[src/rtl/global_int_sequencer.sv]
// global_int_sequencer
// Testbench-side interrupt source: a queued command sequencer that drives
// the platform global-interrupt lines with set / clear / toggle / timed-pulse
// operations, each preceded by a programmable start delay.
module global_int_sequencer #(
  parameter int NUM_INTS   = 127,
  parameter int FIFO_DEPTH = 8,
  parameter int DELAY_W    = 16,
  parameter int PULSE_W    = 8,
  parameter int LINE_W     = $clog2(NUM_INTS + 1)
) (
  input  logic                clock,
  input  logic                reset,
  input  logic                cmd_valid,
  output logic                cmd_ready,
  input  logic [LINE_W-1:0]   cmd_line,
  input  logic [1:0]          cmd_op,
  input  logic [DELAY_W-1:0]  cmd_delay,
  input  logic [PULSE_W-1:0]  cmd_len,
  output logic [NUM_INTS-1:0] interrupts,
  output logic                cmd_err,
  output logic                busy
);

  localparam int PTR_W = $clog2(FIFO_DEPTH);

  localparam logic [1:0] OP_CLR    = 2'b00;
  localparam logic [1:0] OP_SET    = 2'b01;
  localparam logic [1:0] OP_PULSE  = 2'b10;
  localparam logic [1:0] OP_TOGGLE = 2'b11;

  localparam logic [1:0] ST_IDLE  = 2'd0;
  localparam logic [1:0] ST_WAIT  = 2'd1;
  localparam logic [1:0] ST_APPLY = 2'd2;

  localparam logic [PTR_W:0]   DEPTH_CNT  = (PTR_W + 1)'(FIFO_DEPTH);
  localparam logic [PTR_W:0]   CNT_ONE    = (PTR_W + 1)'(1'b1);
  localparam logic [PTR_W-1:0] PTR_ONE    = PTR_W'(1'b1);
  localparam logic [PULSE_W-1:0] PULSE_ONE = PULSE_W'(1'b1);
  localparam logic [DELAY_W-1:0] DELAY_ONE = DELAY_W'(1'b1);
  localparam logic [LINE_W:0]  NUM_INTS_L = (LINE_W + 1)'(NUM_INTS);

  // Command queue storage (data only; validity is tracked by count_q)
  logic [LINE_W-1:0]  q_line_q  [FIFO_DEPTH];
  logic [1:0]         q_op_q    [FIFO_DEPTH];
  logic [DELAY_W-1:0] q_delay_q [FIFO_DEPTH];
  logic [PULSE_W-1:0] q_len_q   [FIFO_DEPTH];

  logic [PTR_W-1:0] wr_ptr_q, rd_ptr_q;
  logic [PTR_W:0]   count_q, count_d;

  logic [1:0]         state_q, state_d;
  logic [DELAY_W-1:0] dcnt_q, dcnt_d;

  logic [NUM_INTS-1:0] int_q, int_d;
  logic [PULSE_W-1:0]  pcnt_q [NUM_INTS];
  logic [PULSE_W-1:0]  pcnt_d [NUM_INTS];
  logic                err_q, err_d;

  logic               push_s, pop_s, apply_s, line_ok_s, any_pulse_s;
  logic [LINE_W-1:0]  head_line_s;
  logic [1:0]         head_op_s;
  logic [DELAY_W-1:0] head_delay_s;
  logic [PULSE_W-1:0] head_len_s;

  // Ready follows the registered count only, so a pop frees a slot one cycle later.
  assign cmd_ready = !reset && (count_q != DEPTH_CNT);
  assign push_s    = cmd_valid && cmd_ready;
  assign apply_s   = (state_q == ST_APPLY);
  assign pop_s     = apply_s;

  assign head_line_s  = q_line_q[rd_ptr_q];
  assign head_op_s    = q_op_q[rd_ptr_q];
  assign head_delay_s = q_delay_q[rd_ptr_q];
  assign head_len_s   = q_len_q[rd_ptr_q];
  assign line_ok_s    = ({1'b0, head_line_s} < NUM_INTS_L);

  // Capture an accepted command into the slot at the write pointer
  always_ff @(posedge clock) begin
    if (push_s) begin
      q_line_q[wr_ptr_q]  <= cmd_line;
      q_op_q[wr_ptr_q]    <= cmd_op;
      q_delay_q[wr_ptr_q] <= cmd_delay;
      q_len_q[wr_ptr_q]   <= cmd_len;
    end
  end

  // Queue occupancy next-state from simultaneous push/pop
  always_comb begin
    count_d = count_q;
    case ({push_s, pop_s})
      2'b10:   count_d = count_q + CNT_ONE;
      2'b01:   count_d = count_q - CNT_ONE;
      default: count_d = count_q;
    endcase
  end

  // Queue pointers and occupancy; reset discards everything queued
  always_ff @(posedge clock) begin
    if (reset) begin
      wr_ptr_q <= '0;
      rd_ptr_q <= '0;
      count_q  <= '0;
    end else begin
      if (push_s) wr_ptr_q <= wr_ptr_q + PTR_ONE;
      if (pop_s)  rd_ptr_q <= rd_ptr_q + PTR_ONE;
      count_q <= count_d;
    end
  end

  // Head-of-queue sequencing: load delay, count it down, then apply
  always_comb begin
    state_d = state_q;
    dcnt_d  = dcnt_q;
    case (state_q)
      ST_IDLE: begin
        if (count_q != '0) begin
          dcnt_d = head_delay_s;
          if (head_delay_s == '0) state_d = ST_APPLY;
          else                    state_d = ST_WAIT;
        end else begin
          state_d = ST_IDLE;
        end
      end
      ST_WAIT: begin
        dcnt_d = dcnt_q - DELAY_ONE;
        if (dcnt_q == DELAY_ONE) state_d = ST_APPLY;
        else                     state_d = ST_WAIT;
      end
      ST_APPLY: state_d = ST_IDLE;
      default:  state_d = ST_IDLE;
    endcase
  end

  // Sequencer state registers
  always_ff @(posedge clock) begin
    if (reset) begin
      state_q <= ST_IDLE;
      dcnt_q  <= '0;
    end else begin
      state_q <= state_d;
      dcnt_q  <= dcnt_d;
    end
  end

  // Line next-state: pulse decay everywhere, then the applied command overrides its own line
  always_comb begin
    for (int i = 0; i < NUM_INTS; i++) begin
      int_d[i]  = int_q[i];
      pcnt_d[i] = pcnt_q[i];
      if (pcnt_q[i] != '0) begin
        pcnt_d[i] = pcnt_q[i] - PULSE_ONE;
        if (pcnt_q[i] == PULSE_ONE) int_d[i] = 1'b0;
        else                        int_d[i] = int_q[i];
      end else begin
        pcnt_d[i] = '0;
      end
    end
    err_d = apply_s && !line_ok_s;
    if (apply_s && line_ok_s) begin
      case (head_op_s)
        OP_CLR: begin
          int_d[head_line_s]  = 1'b0;
          pcnt_d[head_line_s] = '0;
        end
        OP_SET: begin
          int_d[head_line_s]  = 1'b1;
          pcnt_d[head_line_s] = '0;
        end
        OP_PULSE: begin
          int_d[head_line_s]  = 1'b1;
          pcnt_d[head_line_s] = (head_len_s == '0) ? PULSE_ONE : head_len_s;
        end
        OP_TOGGLE: begin
          int_d[head_line_s]  = ~int_q[head_line_s];
          pcnt_d[head_line_s] = '0;
        end
        default: begin
          int_d[head_line_s]  = int_q[head_line_s];
          pcnt_d[head_line_s] = pcnt_q[head_line_s];
        end
      endcase
    end else begin
      err_d = apply_s && !line_ok_s;
    end
  end

  // Registered interrupt lines, pulse counters and error strobe
  always_ff @(posedge clock) begin
    if (reset) begin
      int_q <= '0;
      err_q <= 1'b0;
      for (int i = 0; i < NUM_INTS; i++) pcnt_q[i] <= '0;
    end else begin
      int_q <= int_d;
      err_q <= err_d;
      for (int i = 0; i < NUM_INTS; i++) pcnt_q[i] <= pcnt_d[i];
    end
  end

  // Any line still inside a timed pulse keeps the sequencer busy
  always_comb begin
    any_pulse_s = 1'b0;
    for (int i = 0; i < NUM_INTS; i++) begin
      any_pulse_s = any_pulse_s | (pcnt_q[i] != '0);
    end
  end

  assign interrupts = int_q;
  assign cmd_err    = err_q;
  assign busy       = (count_q != '0) || (state_q != ST_IDLE) || any_pulse_s;

endmodule
[config.mk]
export PLATFORM = sky130hd
export DESIGN_NAME = global_int_sequencer
export DESIGN_NICKNAME = d
export VERILOG_FILES = /design/src/rtl/global_int_sequencer.sv
export SDC_FILE = /design/constraint.sdc
export NUM_CORES = 2
export LEC_CHECK = 0
export CORE_MARGIN = 4
export CORE_UTILIZATION = 45
export DETAILED_ROUTE_END_ITERATION = 10
export PLACE_DENSITY = 0.62
export SLEW_MARGIN = 30
export SYNTH_ARGS = -nofsm -noshare
export SYNTH_HDL_FRONTEND = slang
export SYNTH_SLANG_ARGS = --single-unit
[constraint.sdc]
create_clock -name clock -period 11.5 [get_ports clock]
set_input_delay 1.725 -clock clock [delete_from_list [all_inputs] [get_ports clock]]
set_output_delay 1.725 -clock clock [all_outputs]
set_load 0.02 [all_outputs]
==> run summary <==
The run finished with clean final reports. The worst hold path was traced through 2 stages. After synthesis the netlist holds a flip-flop and latch count of 1,439.

Timing analysis after detailed placement gives a worst setup slack of 5320 ps. The run gives 41.8% as the share of synthesized area occupied by flip-flops and latches. The height of the die is 417 um, and the depth of the critical timing path with buffers and inverters included is 12. The number of buffers and inverters on the critical path is 2. After detailed routing, the number of vias per cell comes to 6.29. Setup repair after global routing left no endpoint under its margin. The synthesized netlist occupies a cell area of 75,300 um2. The normalized max-slew margin is 15.8%, and the fraction of final layout cells sized beyond drive strength 1 is 6.24%. The critical path goes through inv_1 > ha_1 > or3b_2 > nor2_1 > nand2_1 > nor2_1 > nand3_1 > or4_1 > nor4_1 > nand4_1 > or3_1 > clkdlybuf4s50_1. Most instantiated flip-flop cell in the synthesis netlist: sky130_fd_sc_hd__dfxtp_1. In this run the number of H-tree levels came out at 4. Counting the fill cells in the layout gives 15,500.

Max-cap violations in this run came to 0. Post-route non-filler standard cell count: 11,100. For the worst setup path, the data required time is 9780 ps. Static timing analysis puts the maximum clock frequency at 151 MHz. Among the stages of the critical path, the cell type that occurs most often is sky130_fd_sc_hd__nor2_1.

The tools report the die area as 174,000 um2. The area growth from synthesis to layout was 12.9%; the number of design-rule violations left by the first detailed-router iteration was 7,655. The number of buffer cells added on primary ports was 165; the number of cells in the design after placement was 10,800. Of the available clock period, the critical path in the final layout requires 57.8%. Initial antenna violation count: 17. For the final worst slack, the log shows 4860 ps. For the final sum of negative setup slack, the log shows 0 ps. Detailed placement finished with a half-perimeter wire length of 178,000 um. The synthesized design spends more area on one cell type than any other, namely sky130_fd_sc_hd__dfxtp_1. The mean routed wirelength per cell works out to 25.2 um. Counting flops with an async set or reset pin after synthesis yields a share of 0%.

The cell count after synthesis came out at 8,738. The highest fanout seen on the critical path works out to 6. Dividing the synthesized area by the synthesized cell count gives 8.61 um2. Measured along the x axis, the die boundary spans 417 um. The tools report the max-slew violation total from the final report as 0. 166 I/O pins were placed.

The number of global-route vias before repair was 64,600; the top cell type's share of synthesized area was 31.3%. At the end of the flow, the number of nets in the layout was 9,062. The power density of the placed cells came out at 279 nW/um2. After clock tree synthesis, the clock-pin slew on the worst setup and hold paths is 60 ps.

Number of instances resized during post-cts repair: 0. STA classifies the critical path startpoint as a register. STA classifies the critical path endpoint as an output pin.

The site row count was 149; the detailed-routing iteration count for the pre-antenna-repair pass was 6. The net count of the mapped netlist was 9,046; the transition at the pin with the smallest max-transition slack was 1250 ps. Routability-driven placement finished with a final weighted congestion of 0.952. The maximum resistive drop on vdd was 0.000167 V; the number of antenna-violating nets in the routed design was 0. Detailed routing inserted a total of 69,700 vias.

TritonCTS built the clock tree. No sink is reached through more buffers than the 3 on the longest clock path. For the static power due to leakage, the log shows 32.5 nW. For the post-route total power, the log shows 23.7 mW.

The final count of hold timing violations is 0, and the largest stage delay on the critical path is 640 ps. The number of clock buffers added by TritonCTS is 161. In the post-synthesis netlist, the biggest area contributors are sky130_fd_sc_hd__dfxtp_1, sky130_fd_sc_hd__edfxtp_1, sky130_fd_sc_hd__nor2_1. The tools report the CTS sink count as 1,439. Data arrival time at the worst-slack endpoint: 4920 ps. The finished cells cover 85,000 um2. Summed over all layers, the routed wires come to 279,000 um.

The clock root buffer is sky130_fd_sc_hd__clkbuf_16. The tools report the number of setup buffers added after CTS as 0. For the total number of yosys warnings, the log shows 0. The final number of setup-violating endpoints is 0, and the worst reg-to-reg path cell count is 10. In this run the register-to-register setup slack is 5270 ps.

The total overflow left after global routing is 0. In the routed design, unresolved DRC markers number 0. The type of the most critical hold path is reg -> reg. Summing all placed instances gives a cell area of 79,300 um2.

The tools report the core area as 166,000 um2. In this run, distinct cell masters in the synthesized netlist total 84. Hold is met by 488 ps.

The first-pass GRT wire length is 410,000 um, and the initial core utilization is 45.5%. On the final layout, the worst clock skew is 44.1 ps. The run gives 164 as the maximum number of pins on one net before global-route repair.

The dominant delay contributor by cell family on the critical path was simple AND/OR/NAND/NOR gates. The critical path in this run is classified as reg -> out. The clock reaches the later pin of the worst-skew pair after 840 ps. The standard cell with the maximum stage delay on the critical path is sky130_fd_sc_hd__or4_1.

The global router's overall resource usage was 30.7%; the total of hold buffers inserted after clock tree synthesis was 0. In this run, synthesis inferred 264 flip-flops with an integrated enable. Subtracting the final worst setup slack from the clock period gives 6640 ps. The tools report the final standard cell utilization of the core as 51.3%.
cells in the final DEF (no fill, tap or decap), types with 100 or more instances in the layout:
cell | netlist | routed
sky130_fd_sc_hd__a211oi_1 | 136 | 135
sky130_fd_sc_hd__a21oi_1 | 599 | 593
sky130_fd_sc_hd__a22oi_1 | 334 | 333
sky130_fd_sc_hd__buf_4 | 2 | 100
sky130_fd_sc_hd__clkbuf_16 | 0 | 164
sky130_fd_sc_hd__clkdlybuf4s50_1 | 0 | 164
sky130_fd_sc_hd__dfxtp_1 | 1175 | 1173
sky130_fd_sc_hd__edfxtp_1 | 264 | 264
sky130_fd_sc_hd__ha_1 | 271 | 271
sky130_fd_sc_hd__inv_1 | 315 | 315
sky130_fd_sc_hd__mux2i_1 | 168 | 168
sky130_fd_sc_hd__nand2_1 | 504 | 490
sky130_fd_sc_hd__nand3_1 | 210 | 210
sky130_fd_sc_hd__nand4_1 | 243 | 243
sky130_fd_sc_hd__nand4b_1 | 115 | 115
sky130_fd_sc_hd__nor2_1 | 1598 | 1589
sky130_fd_sc_hd__nor3_1 | 605 | 595
sky130_fd_sc_hd__nor3b_1 | 122 | 120
sky130_fd_sc_hd__nor4_1 | 141 | 140
sky130_fd_sc_hd__o21ai_0 | 125 | 125
sky130_fd_sc_hd__o31ai_1 | 140 | 140
sky130_fd_sc_hd__xnor2_1 | 149 | 149
sky130_fd_sc_hd__xor2_1 | 334 | 334
cells by family after synthesis:
logic type	count (synthesis)	share of synthesized area, %
buffers and inverters	743	3.80
muxes	248	4.44
and+or+nand+nor	3790	23.9
adders and majority gates	272	4.53
DFF	1439	41.8
AOI/OAI and AO/OA	1763	15.9
xor gates and xnor gates	483	5.62
Yosys cell counts, drive strengths merged, types with 59 or more instances:
| cell | instances |
|---|---|
| nand3 | 210 |
| nand4b | 115 |
| nand2 | 505 |
| a311oi | 90 |
| nor4 | 143 |
| xnor2 | 149 |
| o21ai | 128 |
| mux4 | 66 |
| a22oi | 335 |
| inv | 315 |
| clkbuf | 351 |
| a21oi | 601 |
| buf | 74 |
| edfxtp | 264 |
| mux2i | 170 |
| nand4 | 243 |
| xor2 | 334 |
| ha | 271 |
| o22a | 78 |
| nor3b | 123 |
| dfxtp | 1175 |
| nor2 | 1599 |
| and3 | 90 |
| o41ai | 59 |
| a211oi | 136 |
| o31ai | 146 |
| nor3 | 626 |
worst min-delay path, cell delays in order, from the launching register on:
cell and delay [ps]:
sky130_fd_sc_hd__dfxtp_1 330, sky130_fd_sc_hd__nand2_1 60, sky130_fd_sc_hd__a21oi_1 50
area by class of cell:
type	instances	area (um2)	share of cell area [%]
clock buffers	233	4670	5.50
multi-input cells	6556	41300	48.6
flip-flops and latches	1439	31500	37.0
clock inverters	60	877	1.03
diodes	14	35.0	0.0412
inverters	318	1190	1.41
repair buffers	278	2660	3.13
well taps	2189	2740	3.22
sequential cells by signal (all words and copies together), names as in the netlist, 3 cells and up, named ones only:
signal,flops
count_q,4
rd_ptr_q,3
pcnt_q,1016
interrupts,127
dcnt_q,16
q_line_q,56
wr_ptr_q,3
q_delay_q,128
q_op_q,16
q_len_q,64
routing by layer:
| layer | global-route usage (%) | wire, um | vias to the layer above |
|---|---|---|---|
| met4 | 19.6 | 20600 | 8 |
| met5 | 0 | 55 | - |
| met2 | 46.6 | 119000 | 3379 |
| met1 | 39.3 | 112000 | 33600 |
| met3 | 7.39 | 27500 | 807 |
| li1 | - | - | 32000 |
power breakdown:
group          switching, mW  internal [mW]  leakage (nW)
registers               1.19           6.42          12.0
clock network           2.24           3.20          2.72
logic                   6.12           4.51          17.7
total                   9.56           14.1          32.5
final timing paths:
path / start / to
worst min register to register: dcnt_q[15] / dcnt_q[15]
worst max register to register: register / pcnt_q[1][224]
worst max-delay path: pcnt_q[1][0] / busy
worst min-delay path: dcnt_q[15] / dcnt_q[15]
Power figures use the tool's default switching activity.
